`config.mk`:
```
export PLATFORM = sky130hd
export DESIGN_NAME = lane_overlay_flat
export DESIGN_NICKNAME = d
export VERILOG_FILES = /design/src/rtl/lane_overlay_if.sv /design/src/rtl/lane_overlay.sv /design/src/flat_wrapper.sv
export SDC_FILE = /design/constraint.sdc
export NUM_CORES = 1
export LEC_CHECK = 0
export CAP_MARGIN = 20
export CORE_MARGIN = 3
export CORE_UTILIZATION = 40
export CTS_CLUSTER_SIZE = 20
export DETAILED_ROUTE_END_ITERATION = 7
export SLEW_MARGIN = 20
export SYNTH_ARGS = -nofsm -noshare
export SYNTH_HDL_FRONTEND = slang
export SYNTH_SLANG_ARGS = --single-unit
```
`constraint.sdc`:
```
create_clock -name clk -period 11.9 [get_ports clk]
set_input_delay 1.785 -clock clk [delete_from_list [all_inputs] [get_ports clk]]
set_output_delay 1.785 -clock clk [all_outputs]
set_load 0.01 [all_outputs]
```
`src/rtl/lane_overlay_if.sv`:
```
// Video, detection and overlay-output bundle for lane_overlay.
// The video/detector side is the master; lane_overlay is the slave.
interface lane_overlay_if;
  logic        frame_start;
  logic        pixel_valid;
  logic [9:0]  pixel_x;
  logic [9:0]  pixel_y;
  logic [15:0] pixel_rgb;
  logic        detection_done;
  logic        left_lane_valid;
  logic [9:0]  left_x_top;
  logic [9:0]  left_x_bottom;
  logic        right_lane_valid;
  logic [9:0]  right_x_top;
  logic [9:0]  right_x_bottom;
  logic [15:0] pixel_out;
  logic        pixel_valid_out;
  logic        left_draw_en;
  logic        right_draw_en;
  logic        slope_busy;

  modport master (
    output frame_start, pixel_valid, pixel_x, pixel_y, pixel_rgb,
    output detection_done, left_lane_valid, left_x_top, left_x_bottom,
    output right_lane_valid, right_x_top, right_x_bottom,
    input  pixel_out, pixel_valid_out, left_draw_en, right_draw_en, slope_busy
  );

  modport slave (
    input  frame_start, pixel_valid, pixel_x, pixel_y, pixel_rgb,
    input  detection_done, left_lane_valid, left_x_top, left_x_bottom,
    input  right_lane_valid, right_x_top, right_x_bottom,
    output pixel_out, pixel_valid_out, left_draw_en, right_draw_en, slope_busy
  );
endinterface

```
`src/rtl/lane_overlay.sv`:
```
// Lane overlay: captures detector endpoints, derives per-lane slopes with a serial
// divider and paints both lanes as coloured bands on the following frame.
//
// state | meaning
// IDLE  | waiting for detection_done
// DIV_L | 18-cycle restoring divide for the left slope
// DIV_R | 18-cycle restoring divide for the right slope
// READY | both slopes done; flag them for the next frame_start
module lane_overlay #(
  parameter int          IMG_WIDTH   = 640,
  parameter int          ROI_TOP     = 240,
  parameter int          ROI_BOTTOM  = 460,
  parameter int          LINE_HALF_W = 2,
  parameter int          MISS_LIMIT  = 4,
  parameter logic [15:0] LEFT_COLOR  = 16'hF800,
  parameter logic [15:0] RIGHT_COLOR = 16'h07E0
) (
  input logic           clk,
  input logic           rst,
  lane_overlay_if.slave bus
);

  localparam logic [8:0]         DY       = 9'(ROI_BOTTOM - ROI_TOP);
  localparam logic [9:0]         X_LAST   = 10'(IMG_WIDTH - 1);
  localparam logic [9:0]         Y_TOP    = 10'(ROI_TOP);
  localparam logic [9:0]         Y_BOT    = 10'(ROI_BOTTOM);
  localparam logic [2:0]         MISS_MAX = 3'(MISS_LIMIT);
  localparam logic signed [11:0] HALF_W   = 12'(LINE_HALF_W);
  localparam logic [4:0]         DIV_LAST = 5'd17;

  typedef enum logic [1:0] {IDLE, DIV_L, DIV_R, READY} state_t;
  state_t state, state_nx;

  logic [9:0]         sh_l_top, sh_l_bot, sh_r_top, sh_r_bot;
  logic [2:0]         miss_l, miss_r;
  logic signed [18:0] sh_l_step, sh_r_step;
  logic               slopes_ok;

  logic [9:0]         act_l_top, act_r_top;
  logic signed [18:0] act_l_step, act_r_step;
  logic               act_l_en, act_r_en;

  logic [17:0]        div_n;
  logic [7:0]         rem;
  logic               div_neg;
  logic [4:0]         div_cnt;

  logic signed [18:0] pos_l, pos_r;

  logic               load_l, load_r, div_step, store_l, store_r, set_ok;

  function automatic logic [17:0] dividend(input logic [9:0] top, input logic [9:0] bot);
    logic [9:0] d;
    d = (bot >= top) ? bot - top : top - bot;
    return {d, 8'h00};
  endfunction

  // Invalid side keeps its shadow, so the divider re-derives the old slope.
  logic [9:0] cap_l_top, cap_l_bot, cap_r_top, cap_r_bot;
  assign cap_l_top = bus.left_lane_valid  ? bus.left_x_top     : sh_l_top;
  assign cap_l_bot = bus.left_lane_valid  ? bus.left_x_bottom  : sh_l_bot;
  assign cap_r_top = bus.right_lane_valid ? bus.right_x_top    : sh_r_top;
  assign cap_r_bot = bus.right_lane_valid ? bus.right_x_bottom : sh_r_bot;

  logic [8:0]         trial;
  logic               fits;
  logic [7:0]         rem_nx;
  logic [17:0]        quo_nx;
  logic signed [18:0] step_nx;
  assign trial   = {rem, div_n[17]};
  assign fits    = (trial >= DY);
  assign rem_nx  = fits ? 8'(trial - DY) : trial[7:0];
  assign quo_nx  = {div_n[16:0], fits};
  assign step_nx = div_neg ? -$signed({1'b0, quo_nx}) : $signed({1'b0, quo_nx});

  always_ff @(posedge clk or posedge rst) begin
    if (rst) state <= IDLE;
    else     state <= state_nx;
  end

  always_comb begin
    state_nx = state;
    load_l   = 1'b0;
    load_r   = 1'b0;
    div_step = 1'b0;
    store_l  = 1'b0;
    store_r  = 1'b0;
    set_ok   = 1'b0;
    if (bus.detection_done) begin
      state_nx = DIV_L;
      load_l   = 1'b1;
    end else begin
      case (state)
        DIV_L: begin
          div_step = 1'b1;
          if (div_cnt == 5'd0) begin
            store_l  = 1'b1;
            load_r   = 1'b1;
            state_nx = DIV_R;
          end
        end
        DIV_R: begin
          div_step = 1'b1;
          if (div_cnt == 5'd0) begin
            store_r  = 1'b1;
            state_nx = READY;
          end
        end
        READY: begin
          set_ok   = 1'b1;
          state_nx = IDLE;
        end
        default: state_nx = IDLE;
      endcase
    end
  end

  assign bus.slope_busy = (state == DIV_L) || (state == DIV_R);

  always_ff @(posedge clk or posedge rst) begin
    if (rst) begin
      div_n   <= '0;
      rem     <= '0;
      div_neg <= 1'b0;
      div_cnt <= '0;
    end else if (load_l) begin
      div_n   <= dividend(cap_l_top, cap_l_bot);
      rem     <= '0;
      div_neg <= (cap_l_bot < cap_l_top);
      div_cnt <= DIV_LAST;
    end else if (load_r) begin
      div_n   <= dividend(sh_r_top, sh_r_bot);
      rem     <= '0;
      div_neg <= (sh_r_bot < sh_r_top);
      div_cnt <= DIV_LAST;
    end else if (div_step) begin
      div_n   <= quo_nx;
      rem     <= rem_nx;
      div_cnt <= div_cnt - 5'd1;
    end
  end

  always_ff @(posedge clk or posedge rst) begin
    if (rst) begin
      sh_l_top  <= '0;
      sh_l_bot  <= '0;
      sh_r_top  <= '0;
      sh_r_bot  <= '0;
      miss_l    <= MISS_MAX;
      miss_r    <= MISS_MAX;
      sh_l_step <= '0;
      sh_r_step <= '0;
      slopes_ok <= 1'b0;
    end else begin
      if (bus.detection_done) begin
        sh_l_top <= cap_l_top;
        sh_l_bot <= cap_l_bot;
        sh_r_top <= cap_r_top;
        sh_r_bot <= cap_r_bot;
        miss_l   <= bus.left_lane_valid  ? 3'd0 : (miss_l < MISS_MAX) ? miss_l + 3'd1 : miss_l;
        miss_r   <= bus.right_lane_valid ? 3'd0 : (miss_r < MISS_MAX) ? miss_r + 3'd1 : miss_r;
      end
      if (store_l) sh_l_step <= step_nx;
      if (store_r) sh_r_step <= step_nx;
      if (set_ok)                                     slopes_ok <= 1'b1;
      else if (bus.detection_done || bus.frame_start) slopes_ok <= 1'b0;
    end
  end

  // frame_start sees pre-capture shadow state, so a coincident capture lands next frame.
  always_ff @(posedge clk or posedge rst) begin
    if (rst) begin
      act_l_top  <= '0;
      act_r_top  <= '0;
      act_l_step <= '0;
      act_r_step <= '0;
      act_l_en   <= 1'b0;
      act_r_en   <= 1'b0;
    end else if (bus.frame_start && slopes_ok) begin
      act_l_top  <= sh_l_top;
      act_r_top  <= sh_r_top;
      act_l_step <= sh_l_step;
      act_r_step <= sh_r_step;
      act_l_en   <= (miss_l < MISS_MAX);
      act_r_en   <= (miss_r < MISS_MAX);
    end
  end

  assign bus.left_draw_en  = act_l_en;
  assign bus.right_draw_en = act_r_en;

  logic [9:0] top_l_now, top_r_now;
  logic       row_end;
  assign top_l_now = (bus.frame_start && slopes_ok) ? sh_l_top : act_l_top;
  assign top_r_now = (bus.frame_start && slopes_ok) ? sh_r_top : act_r_top;
  assign row_end   = bus.pixel_valid && (bus.pixel_x == X_LAST) &&
                     (bus.pixel_y >= Y_TOP) && (bus.pixel_y < Y_BOT);

  always_ff @(posedge clk or posedge rst) begin
    if (rst) begin
      pos_l <= '0;
      pos_r <= '0;
    end else if (bus.frame_start) begin
      pos_l <= {1'b0, top_l_now, 8'h00};
      pos_r <= {1'b0, top_r_now, 8'h00};
    end else if (row_end) begin
      pos_l <= pos_l + act_l_step;
      pos_r <= pos_r + act_r_step;
    end
  end

  logic signed [11:0] px_s, diff_l, diff_r;
  logic               in_roi, hit_l, hit_r;
  assign px_s   = $signed({2'b00, bus.pixel_x});
  assign diff_l = px_s - $signed({pos_l[18], pos_l[18:8]});
  assign diff_r = px_s - $signed({pos_r[18], pos_r[18:8]});
  assign in_roi = (bus.pixel_y >= Y_TOP) && (bus.pixel_y <= Y_BOT);
  assign hit_l  = act_l_en && in_roi && (diff_l >= -HALF_W) && (diff_l <= HALF_W);
  assign hit_r  = act_r_en && in_roi && (diff_r >= -HALF_W) && (diff_r <= HALF_W);

  always_ff @(posedge clk or posedge rst) begin
    if (rst) begin
      bus.pixel_out       <= '0;
      bus.pixel_valid_out <= 1'b0;
    end else begin
      bus.pixel_valid_out <= bus.pixel_valid;
      if (bus.pixel_valid)
        bus.pixel_out <= hit_l ? LEFT_COLOR : hit_r ? RIGHT_COLOR : bus.pixel_rgb;
    end
  end

endmodule
```
`src/flat_wrapper.sv`:
```
// flat-port wrapper written by rule: the top's interface ports become plain ports
module lane_overlay_flat 
#(
  parameter int          IMG_WIDTH   = 640,
  parameter int          ROI_TOP     = 240,
  parameter int          ROI_BOTTOM  = 460,
  parameter int          LINE_HALF_W = 2,
  parameter int          MISS_LIMIT  = 4,
  parameter logic [15:0] LEFT_COLOR  = 16'hF800,
  parameter logic [15:0] RIGHT_COLOR = 16'h07E0
)
  (clk, rst, bus_frame_start, bus_pixel_valid, bus_pixel_x, bus_pixel_y, bus_pixel_rgb, bus_detection_done, bus_left_lane_valid, bus_left_x_top, bus_left_x_bottom, bus_right_lane_valid, bus_right_x_top, bus_right_x_bottom, bus_pixel_out, bus_pixel_valid_out, bus_left_draw_en, bus_right_draw_en, bus_slope_busy);
  lane_overlay_if bus_i ();
  input logic clk;
  input logic rst;
  input wire logic [$bits(bus_i.frame_start)-1:0] bus_frame_start;
  input wire logic [$bits(bus_i.pixel_valid)-1:0] bus_pixel_valid;
  input wire logic [$bits(bus_i.pixel_x)-1:0] bus_pixel_x;
  input wire logic [$bits(bus_i.pixel_y)-1:0] bus_pixel_y;
  input wire logic [$bits(bus_i.pixel_rgb)-1:0] bus_pixel_rgb;
  input wire logic [$bits(bus_i.detection_done)-1:0] bus_detection_done;
  input wire logic [$bits(bus_i.left_lane_valid)-1:0] bus_left_lane_valid;
  input wire logic [$bits(bus_i.left_x_top)-1:0] bus_left_x_top;
  input wire logic [$bits(bus_i.left_x_bottom)-1:0] bus_left_x_bottom;
  input wire logic [$bits(bus_i.right_lane_valid)-1:0] bus_right_lane_valid;
  input wire logic [$bits(bus_i.right_x_top)-1:0] bus_right_x_top;
  input wire logic [$bits(bus_i.right_x_bottom)-1:0] bus_right_x_bottom;
  output wire logic [$bits(bus_i.pixel_out)-1:0] bus_pixel_out;
  output wire logic [$bits(bus_i.pixel_valid_out)-1:0] bus_pixel_valid_out;
  output wire logic [$bits(bus_i.left_draw_en)-1:0] bus_left_draw_en;
  output wire logic [$bits(bus_i.right_draw_en)-1:0] bus_right_draw_en;
  output wire logic [$bits(bus_i.slope_busy)-1:0] bus_slope_busy;
  assign bus_i.frame_start = bus_frame_start;
  assign bus_i.pixel_valid = bus_pixel_valid;
  assign bus_i.pixel_x = bus_pixel_x;
  assign bus_i.pixel_y = bus_pixel_y;
  assign bus_i.pixel_rgb = bus_pixel_rgb;
  assign bus_i.detection_done = bus_detection_done;
  assign bus_i.left_lane_valid = bus_left_lane_valid;
  assign bus_i.left_x_top = bus_left_x_top;
  assign bus_i.left_x_bottom = bus_left_x_bottom;
  assign bus_i.right_lane_valid = bus_right_lane_valid;
  assign bus_i.right_x_top = bus_right_x_top;
  assign bus_i.right_x_bottom = bus_right_x_bottom;
  assign bus_pixel_out = bus_i.pixel_out;
  assign bus_pixel_valid_out = bus_i.pixel_valid_out;
  assign bus_left_draw_en = bus_i.left_draw_en;
  assign bus_right_draw_en = bus_i.right_draw_en;
  assign bus_slope_busy = bus_i.slope_busy;
  lane_overlay #(.IMG_WIDTH(IMG_WIDTH), .ROI_TOP(ROI_TOP), .ROI_BOTTOM(ROI_BOTTOM), .LINE_HALF_W(LINE_HALF_W), .MISS_LIMIT(MISS_LIMIT), .LEFT_COLOR(LEFT_COLOR), .RIGHT_COLOR(RIGHT_COLOR)) u_core (.clk(clk), .rst(rst), .bus(bus_i));
endmodule
```
==> results.cfg, run 1 <==
[floorplan]
die_w_um = 196
core_mm2 = 0.0357
fp.dieH_um = 196
io_pins = 103
start_util = 0.406
core.rowCount = 69
die_area_mm2 = 0.0385

[global_routing]
grt_pass1_wl_um = 57900
grt_max_degree = 81
track_usage = 0.182
grtUsageMet3 = 0.0222
antenna_found_initial = 0
use_met1 = 0.254
gr-total-overflow = 0
first_global_vias = 11056
use_met2 = 0.310
top_usage_layer = met2

[cts]
postCtsHoldBufs = 0
cts_tree = yes
cts_root_buf = clkbuf_16
cts_resized = 0
postCtsSetupBuffers = 0
cts_made_buffers = 27
htree_levels = 1
clk_path_buf_depth = 3
cts.reportedPaths.clkPinSlew_ns = 0.06
clkLatencyLatePin_ns = 0.54
cts_sinks = 234

[routing]
routed_via_density = 5.40
firstDrtPassIters = 5
wl_um = 35400
vias = 11217
drt_iter0_drc = 489
antenna_left = 0
drc = 0
wl_per_cell_um = 17.1

[placed_design]
dp_worst_setup_slack_ns = 5.73
gp_routability_congestion = 0.886
post_dp_cell_area_mm2 = 0.0160
hpwl_um = 26500
io_buffers = 102

[synthesis]
synth_common_cells = 232 x dfrtp_1, 122 x inv_1, 121 x nand2_1, 121 x o21ai_0, 111 x nor2_1
ys_seq_elements = 234
synth_largest_area_cell = dfrtp_1
syn_area_mm2 = 0.0145
synth_cell_types = 76
yosys_warnings = 0
synth_top_area_frac = 0.401
syn_inst = 1510
ys_top_cells_by_area = dfrtp_1 40%, ha_1 8.8%, mux2_2 7.2%
ys_seq_area_frac = 0.405
async_flop_share = 1.00
synth_edf_count = 0
syn_nets = 1703
synth.most_common_cell = dfrtp_1
syn_avg_cell_area_um2 = 9.59
ys.flop_type = dfrtp_1

[power_and_ir_drop]
vdd_drop_max_uv = 117
powerDensity_mw_per_mm2 = 194
p_leak_nw = 7.96

[timing]
tightest_slew_ns = 0.975
maxSlewViolCount = 0
setup_slack_ns = 6.27
setup_tns_ns = 0
fin_worst_skew_ns = 0.0129
rsz0062_at_grt = no
finalCritPeriodShare = 0.473
finalCriticalPeriod_ns = 5.63
relSlewSlack = 0.350
max_freq_mhz = 178
final_hold_viol_count = 0
setup_viol_count_final = 0

[cells_and_area]
ff_latch_area_mm2 = 0.00586
diodes = 0
finalInstanceArea_mm2 = 0.0169
nets = 1791
multi_input_area_mm2 = 0.00795
drive_gt1_frac = 0.110
fillers = 3382
syn2layout_area_growth_pct = 17.1

[critical_path]
cp-end-kind = flip-flop
worstSetupPathType = in2reg
cp-start-kind = input pin
worstPathMaxFanout = 24
rrSetupSlack_ns = 7.86
cp.arrival_ns = 6.04
cp_data_required_time_ns = 12.31

[status]
status = finished clean

[job]
cap_violations = 0

[worst_hold_path]
hold_class = reg2reg
## power breakdown
part           internal [mW]  leakage (nW)  switching (mW)
clock network          0.565         0.467           0.330
logic                  0.558          4.47           0.720
registers              0.968          3.02           0.149
## state kept, by name, indices dropped and copies added, names as in the netlist, 2 cells and up
name / flops
u_core.bus.pixel_out: 16
u_core.sh_r_step: 19
u_core.act_l_top: 10
u_core.div_cnt: 5
u_core.rem: 8
u_core.pos_l: 19
u_core.miss_r: 3
u_core.miss_l: 3
u_core.sh_r_bot: 10
u_core.sh_l_step: 19
u_core.div_n: 18
u_core.sh_r_top: 10
u_core.act_l_step: 19
u_core.act_r_step: 19
u_core.sh_l_top: 10
u_core.pos_r: 19
u_core.state: 2
u_core.sh_l_bot: 10
u_core.act_r_top: 10
## final timing paths
path | startpoint | to | depth (start not counted)
setup / recovery | bus_left_lane_valid | u_core.div_n[15] | 15
hold / removal | u_core.sh_l_step[10] | u_core.sh_l_step[10] | 2
setup reg to reg | u_core.pos_l[8] | u_core.bus.pixel_out[6] | 12
hold reg to reg | u_core.sh_l_step[10] | u_core.sh_l_step[10] | 2
max in group asynchronous | rst | u_core.pos_l[4] | 5
min in group asynchronous | rst | u_core.pos_r[12] | 2
## layout make-up
class / instances / share of cell area
well taps: 461 / 0.0340
clock inverters: 9 / 0.0108
flip-flops and latches: 234 / 0.346
multi-input cells: 1096 / 0.469
repair buffers: 114 / 0.0664
inverters: 125 / 0.0281
clock buffers: 37 / 0.0462
## cells in the final DEF (no fill, tap or decap), types with 13 or more instances in the layout
cell	count
xnor2_1	41
dfrtp_1	232
a211oi_1	13
o22ai_1	13
o21ai_0	121
a21oi_1	106
o21a_1	14
a21o_1	20
inv_1	121
clkbuf_16	27
nor2_1	111
ha_1	102
mux2i_1	62
clkdlybuf4s50_1	101
nand3_1	14
mux2_2	92
xor2_1	30
nor2b_1	17
nor3_1	21
nand2_1	120
## per-layer routing
metal,wire length [um],part of all wire
met1,17000,0.48
met2,16700,0.47
met3,1210,0.034
met4,527,0.015
met5,0,0
## worst max-delay path: stages
cell             delay, ns
clkdlybuf4s50_1       0.45
buf_4                 0.34
mux2i_1               0.28
inv_1                 0.08
ha_1                  0.21
fa_1                  0.41
nor2b_1               0.16
o2111ai_1             0.17
a311oi_1              0.32
o21ai_0               0.19
nand3_1               0.57
mux2i_1               0.19
a211oi_1              0.30
nor3_1                0.09
or3b_2                0.47
## cells by family (layout without fill, tap and decap cells)
logic type / after synthesis / in the layout / share of synthesized area
DFF: 234 / 234 / 0.405
and+or+nand+nor: 364 / 364 / 0.117
xor gates and xnor gates: 71 / 71 / 0.0429
muxes: 154 / 154 / 0.114
AOI/OAI and AO/OA: 397 / 397 / 0.174
adders and majority gates: 110 / 110 / 0.0992
buffers and inverters: 180 / 285 / 0.0472
## through the flow
step | hold WS, ns | std cells | util | total power [mW]
2_1_floorplan | 0.446 | 1510 | - | 2.04
3_3_place_gp | 0.460 | 2029 | 0.447 | 2.38
3_5_place_dp | 0.468 | 2029 | 0.447 | 2.41
4_1_cts | 0.480 | 2075 | 0.475 | 3.32
5_1_grt | 0.500 | 2076 | 0.475 | 3.52
6_report | 0.477 | 2076 | 0.475 | 3.29
(Power assumes the default switching activity.)
==> inputs of run 2 (changes only) <==
==> constraint.sdc (replaced) <==
create_clock -name clk -period 5.8 [get_ports clk]
set_input_delay 0.87 -clock clk [delete_from_list [all_inputs] [get_ports clk]]
set_output_delay 0.87 -clock clk [all_outputs]
set_load 0.01 [all_outputs]
==> run 2 against run 1 <==
  * Sequential power up 100%
  * Largest power group unchanged
  * Critical path depth down 1
  * Die area unchanged
  * Sequential cell count unchanged
  * Final area up 0.21%
  * Clock-buffer cell count up 4
  * Setup slack worse by 5.1 ns
  * Sequential share of layout area down 0.074 points
  * Via count down 0.93%
  * Critical endpoint unchanged
  * Highest routed layer unchanged
  * Register-to-register slack worse by 6.1 ns
  * Non-clock buffer count up 1
==> results.cfg, run 2 (synthesis results as in run 1) <==
[global_routing]
first_global_vias = 11153
grt_max_degree = 129
gr-total-overflow = 0
grt_pass1_wl_um = 57400
antenna_found_initial = 0
track_usage = 0.180

[routing]
firstDrtPassIters = 5
drc = 0
antenna_left = 0
vias = 11113
dr_wl_met3_um = 1280
drt_iter0_drc = 488
wl_met2_um = 15900
routed_via_density = 5.34
wl_um = 34900
route.top_layer_used = met4
wl_per_cell_um = 16.8
wl_met1_um = 16700

[cts]
postCtsSetupBuffers = 0
cts.reportedPaths.clkPinSlew_ns = 0.06
postCtsHoldBufs = 0
cts_sinks = 234
cts_tree = yes
clk_path_buf_depth = 3
clkLatencyLatePin_ns = 0.54
cts_resized = 0
htree_levels = 1
cts_made_buffers = 28
cts_root_buf = clkbuf_16

[cells_and_area]
utilization = 0.476
nets = 1793
finalInstanceArea_mm2 = 0.0170
final_cell_mix = 232 x dfrtp_1, 121 x inv_1, 121 x o21ai_0, 120 x nand2_1, 111 x nor2_1
syn2layout_area_growth_pct = 17.3
mostFrequentLayoutCell = dfrtp_1
drive_gt1_frac = 0.110
fin_cells = 2081
diodes = 0

[placed_design]
io_buffers = 102
post_dp_cell_area_mm2 = 0.0160
dp_worst_setup_slack_ns = 0.680
hpwl_um = 26300
gp_routability_congestion = 0.886
dp.cells = 2031

[timing]
tightest_slew_ns = 0.861
setup_tns_ns = 0
finalCritPeriodShare = 0.799
holdWs_ns = 0.476
setup_viol_count_final = 0
setup_slack_ns = 1.16
maxSlewViolCount = 0
max_freq_mhz = 216
rsz0062_at_grt = no
finalCriticalPeriod_ns = 4.64
relSlewSlack = 0.424
final_hold_viol_count = 0
fin_worst_skew_ns = 0.00717

[floorplan]
fp.dieH_um = 196
core_mm2 = 0.0357
start_util = 0.406
io_pins = 103
die_w_um = 196
die_area_mm2 = 0.0385
core.rowCount = 69

[job]
cap_violations = 0

[critical_path]
cp_data_required_time_ns = 6.22
worstSetupPathType = in2reg
cp-start-kind = input pin
cp-end-kind = flip-flop
cp.arrival_ns = 5.05
worstPathMaxFanout = 15

[power_and_ir_drop]
powerDensity_mw_per_mm2 = 398
p_leak_nw = 7.97
p_total_mw = 6.77
vdd_drop_max_uv = 253

[status]
status = finished clean

[worst_hold_path]
hold_class = reg2reg
==> run 2: cell types whose count changed in the layout (fill, tap and decap cells not counted), sizes merged <==
cell	change
clkbuf	+4
clkinv	+3
inv	-3
buf	+1
bufinv	-1
clkinvlp	+1
==> run 2: cell type report <==
cell class / instances / area, um^2
Multi-Input combinational cell: 1096 / 7950
Inverter: 125 / 473
Clock buffer: 41 / 831
Sequential cell: 234 / 5860
Timing Repair Buffer: 115 / 1150
Tap cell: 461 / 577
Fill cell: 3388 / 18700
Clock inverter: 9 / 150
==> run 2: final timing paths <==
kind | cells past startpoint | startpoint | endpoint | slack, ns
max in group asynchronous | 3 | rst | u_core.pos_r[0] | 3.99
setup reg to reg | 12 | u_core.pos_l[8] | u_core.bus.pixel_out[6] | 1.79
min in group asynchronous | 2 | rst | u_core.bus.pixel_out[6] | 0.74
setup / recovery | 14 | bus_left_lane_valid | u_core.div_n[15] | 1.16
hold reg to reg | 2 | u_core.sh_l_step[12] | u_core.sh_l_step[12] | 0.48
hold / removal | 2 | u_core.sh_l_step[12] | u_core.sh_l_step[12] | 0.48
==> run 2: power breakdown <==
part / switching, mW / internal, mW / total (mW)
registers: 0.307 / 1.99 / 2.29
clock network: 0.681 / 1.16 / 1.84
logic: 1.48 / 1.15 / 2.63
total: 2.47 / 4.30 / 6.77
==> run 2: routing by layer <==
layer  vias up  GRT usage
met1      5338      0.250
met4         0     0.0496
met3        60     0.0264
li1       5539          -
met2       176      0.296
met5         -          0
==> run 2: worst max-delay path, cell delays in order <==
cell and delay, ns:
clkdlybuf4s50_1 0.88, buf_12 0.24, mux2i_1 0.25, inv_1 0.07, ha_1 0.34, or2_2 0.29
a21oi_1 0.21, a311oi_1 0.07, o21ai_0 0.35, nand3_1 0.39, mux2i_1 0.22, a211oi_1 0.32
nor3_1 0.10, or3b_2 0.46
==> inputs of run 3 (changes only) <==
==> constraint.sdc (replaced) <==
create_clock -name clk -period 4.5 [get_ports clk]
set_input_delay 0.675 -clock clk [delete_from_list [all_inputs] [get_ports clk]]
set_output_delay 0.675 -clock clk [all_outputs]
set_load 0.01 [all_outputs]
==> run 3 against run 2 <==
  * Power is 31% higher
  * Sequential power up 28%
  * Critical endpoint unchanged
  * Critical path depth unchanged
  * Core utilization up 0.49 points
  * Sequential cell count stayed put
  * Largest cell class unchanged
  * Clock power rose by 34%
  * First-iteration DRC count rose by 3.3%
  * Clock skew is 0.015 ns higher
  * Die area stayed put
==> results.cfg, run 3 (synthesis results as in run 1) <==
[status]
status = finished clean

[critical_path]
cp-start-kind = input pin
rrSetupSlack_ns = 0.72
worstSetupStartpoint = bus_left_lane_valid
worstPathMaxFanout = 6
cp-end-kind = flip-flop
reg2regPathDepth = 11
reg2reg_from = u_core.sh_r_bot[3]
worstSetupPathType = in2reg
cp.arrival_ns = 4.34
cp_data_required_time_ns = 4.93

[cells_and_area]
nets = 1807
syn2layout_area_growth_pct = 18.5
fillers = 3305
mostFrequentLayoutCell = dfrtp_1
diodes = 0
finalInstanceArea_mm2 = 0.0172
final_cell_mix = 232 x dfrtp_1, 121 x inv_1, 121 x o21ai_0, 120 x nand2_1, 111 x nor2_1
drive_gt1_frac = 0.122

[routing]
firstDrtPassIters = 5
wl_met2_um = 16300
dr_wl_met3_um = 1490
vias = 11247
wl_met1_um = 16400
antenna_left = 0
routed_via_density = 5.36
wl_per_cell_um = 16.7
route.top_layer_used = met4
wl_um = 35100
drt_iter0_drc = 504
drc = 0

[cts]
cts.reportedPaths.clkPinSlew_ns = 0.06
cts_made_buffers = 28
postCtsSetupBuffers = 0
cts_tree = yes
postCtsHoldBufs = 0
cts_resized = 0
htree_levels = 1
cts_root_buf = clkbuf_16
clk_path_buf_depth = 3
cts_sinks = 234
clkLatencyLatePin_ns = 0.56

[placed_design]
post_dp_cell_area_mm2 = 0.0161
hpwl_um = 26700
dp_worst_setup_slack_ns = 0.0209
gp_routability_congestion = 0.884
io_buffers = 102

[floorplan]
core.rowCount = 69
io_pins = 103
core_mm2 = 0.0357
start_util = 0.406
fp.dieH_um = 196
die_w_um = 196
die_area_mm2 = 0.0385

[worst_hold_path]
hold_class = in2async

[timing]
finalCritPeriodShare = 0.867
fin_worst_skew_ns = 0.0218
setup_tns_ns = 0
setup_viol_count_final = 0
final_hold_viol_count = 0
tightest_slew_ns = 0.823
max_freq_mhz = 256
relSlewSlack = 0.450
finalCriticalPeriod_ns = 3.90
maxSlewViolCount = 0
setup_slack_ns = 0.597
rsz0062_at_grt = no

[power_and_ir_drop]
vdd_drop_max_uv = 358
p_leak_nw = 8.07
powerDensity_mw_per_mm2 = 515

[global_routing]
grt_pass1_wl_um = 58000
gr-total-overflow = 0
first_global_vias = 11210
track_usage = 0.182
grt_max_degree = 64
antenna_found_initial = 0

[job]
cap_violations = 0
run 3: cell types whose count changed in the layout (fill, tap and decap cells not counted), moves of 2 or more:
cell and delta:
clkbuf_1 -4, buf_12 +2, clkinvlp_4 +2, buf_4 +12
clkinv_4 +2, clkinv_2 +2
run 3: path summary, 6_finish.rpt:
check | end
worst min register to register | u_core.sh_l_step[15]
min in group clk | u_core.sh_l_step[15]
worst max-delay path | u_core.div_n[15]
worst max register to register | u_core.div_n[15]
max in group asynchronous | u_core.miss_l[2]
worst min-delay path | u_core.act_r_step[14]
run 3: metrics by stage:
step | total power [mW] | hold WS, ns | std cells | util
6_report | 8.84 | 0.452 | 2097 | 0.481
5_1_grt | 9.47 | 0.470 | 2097 | 0.481
4_1_cts | 8.92 | 0.480 | 2096 | 0.481
3_5_place_dp | 6.41 | 0.467 | 2044 | 0.452
3_3_place_gp | 6.34 | 0.458 | 2044 | 0.452
2_1_floorplan | 5.39 | 0.446 | 1510 | -
run 3: worst max-delay path, stage by stage:
cell and delay [ns]:
clkdlybuf4s50_1 0.60, buf_4 0.19, mux2i_1 0.22, inv_1 0.11, fa_1 0.45, nor2b_1 0.16
o2111ai_1 0.15, a311oi_1 0.29, o21ai_0 0.14, nand3_1 0.27, mux2i_1 0.14, a211oi_1 0.36
nor3_1 0.11, or3b_2 0.46
run 3: per-layer routing:
layer / GRT usage / up-vias
met2: 0.303 / 225
met3: 0.0290 / 50
met5: 0 / -
li1: - / 5569
met1: 0.249 / 5403
met4: 0.0470 / 0
run 3: layout make-up:
cell class,instances,area (um^2),area share
multi-input cells,1096,7950,0.463
well taps,461,577,0.0336
clock inverters,16,223,0.0130
repair buffers,129,1280,0.0747
inverters,125,473,0.0276
flip-flops and latches,234,5860,0.341
clock buffers,36,802,0.0467
run 3: where the power goes:
group	leakage (nW)	internal (mW)	total (mW)	switching, mW
Sequential	3.02	2.56	2.94	0.383
Clock	0.495	1.54	2.46	0.913
Combinational	4.56	1.50	3.44	1.94
==> RTL change, RTL diff (config.mk and constraints of run 2) <==
Encoding of `state_t`: now Gray code (2 bits for 4 states).
--- a/src/rtl/lane_overlay.sv
+++ b/src/rtl/lane_overlay.sv
@@ -28,7 +28,7 @@
   localparam logic signed [11:0] HALF_W   = 12'(LINE_HALF_W);
   localparam logic [4:0]         DIV_LAST = 5'd17;
 
-  typedef enum logic [1:0] {IDLE, DIV_L, DIV_R, READY} state_t;
+  typedef enum logic [1:0] {IDLE = 2'b00, DIV_L = 2'b01, DIV_R = 2'b11, READY = 2'b10} state_t;
   state_t state, state_nx;
 
   logic [9:0]         sh_l_top, sh_l_bot, sh_r_top, sh_r_bot;
Formal check against the unedited RTL: same outputs for any inputs over 10 cycles, from zero or initial values and one cycle with rst high; not proved beyond that.
==> RTL change against run 2 <==
Worst setup slack gained 900 ps. Highest routed layer unchanged. Largest cell class unchanged. Non-clock buffer count shrank 2. Hold slack lost 2.8 ps. Sequential cell count is the same. First-iteration DRC count grew 2.5%. Routed wire length shrank 4.2%. Cell area shrank 2.4%. Synthesized area shrank 1.1%.
Power is not compared: it rests on default switching activity, and its combinational part moved more than twofold at a synthesized area within 25%.
==> RTL change: results (changes against run 2) <==
* Hold path depth at 2 (unchanged)
* Met3 routed WL at 1390 µm (+8.5%)
* Register area share after synthesis at 0.409 (+0.00453)
* Mux cell area share after synthesis at 0.109 (-0.00554)
* Clock network power share at 0.350
* Grt met1 use at 0.252 (+0.00220)
* Port-buffer cells at 102 (unchanged)
* Worst-path clk slew at 60 ps (about the same)
* Share of cells above drive strength 1 at 0.119 (+0.00884)
* Hold Path Sink: u_core.sh_l_step[10]$_DFFE_PP0P_
* Placed wire-length estimate at 24,700 µm (-6.3%)
* R2R Setup Slk at 2430 ps (+640 ps)
* Reg2reg end: u_core.pos_r[17]$_DFFE_PP0P_
* Number of synthesized flops with an enable pin at 0 (unchanged)
* Reg-to-Reg Start: u_core.pos_r[1]$_DFFE_PP0P_
* Final routed wire length divided by cell count at 16.5 µm (-1.5%)
* Post-Synth Adder-Cell Area at 0.0977 (-0.00151)
* Num CTS Buffers at 27 (-3.6%)
* NetSw at 1.36 mW
* Crit Path Max Fanout at 24 (+9)
* CP Capture Point: u_core.div_n[15]$_DFFE_PP0P_
* Min-delay src: u_core.sh_l_step[10]$_DFFE_PP0P_
* Ys async rst share at 1.00 (unchanged)
* PostCTS Resize Cnt at 0 (unchanged)
* CP max stage delay at 450 ps (-430 ps)
* Top Consumer: registers
* Initial DRC count at 500 (+2.5%)
* Vias per cell at 5.30 (-0.78%)
* Syn nets at 1,654 (-2.9%)
* M1 WL at 16,500 µm (-1.4%)
* Hold_ws at 473 ps (-2.82 ps)
* XOR/XNOR Fraction of Synth Area at 0.0495 (+0.00660)
* Root Driver: clkbuf_16
* Top delay family on crit path: buffers and inverters
* Met3 GRT Util at 0.0259 (-0.000567)
* Initial antenna violation count at 1 (+1)
* Worst slew pin tran at 1140 ps (+276 ps)
* Synth unique cells at 85 (+12%)
* GPL Wtd Cong at 0.839 (-5.3%)
* Compound-Gate Fraction of Synth Area at 0.167 (-0.00766)
* Largest net degree at the start of global routing at 168 (+30%)
* Overall Global Routing Usage at 0.174 (-0.00630)
* H-Tree Depth at 1 (unchanged)
* WL met2 at 14,800 µm (-7.4%)
* M2 GR Usage at 0.276 (-0.0207)
* WP data arrival at 4160 ps (-890 ps)
* Fill count at 3,310 (-2.3%)
* Top post-synthesis cells by area: dfrtp_1 41%, ha_1 8.7%, mux2_2 7.4%, o21ai_0 4.4%, mux2i_1 3.5%
* List of most frequent post-synthesis cells: 232 x dfrtp_1, 128 x nand2_1, 125 x o21ai_0, 99 x ha_1, 97 x inv_1
* Vias in the first global route at 10,700 (-4.4%)
* Peak supply drop at 241 µV
* First-pass GRT wire length at 55,600 µm (-3.1%)
* Clk_skew at 7.61 ps (+0.439 ps)
* First-pass DRT Iterations at 5 (unchanged)
* Fin Setup TNS at 0 ps (unchanged)
* Status: completed
* Worst reg2reg path depth at 10 (-2)
[RTL change: stage by stage]
stage / cells / power [mW] / area [µm²] / worst slack, ps / util
final: 2022 / 4.50 / 16600 / 2060 / 0.475
after global placement: 1975 / 2.94 / 15800 / 1570 / 0.452
after detailed placement: 1975 / 2.96 / 15800 / 1520 / 0.452
after floorplan: 1464 / 2.63 / 14300 / 1840 / -
after CTS: 2022 / 4.57 / 16600 / 2090 / 0.475
after global routing: 2022 / 4.77 / 16600 / 1820 / 0.475
[RTL change: final cells by class]
| class | count | area (µm²) | area share |
|---|---|---|---|
| inverter | 98 | 372 | 0.0224 |
| timing repair buffer | 113 | 1110 | 0.0670 |
| sequential | 234 | 5860 | 0.353 |
| tap | 455 | 569 | 0.0343 |
| clock inverter | 9 | 51.3 | 0.00309 |
| clock buffer | 38 | 757 | 0.0457 |
| multi-input combinational | 1075 | 7860 | 0.474 |
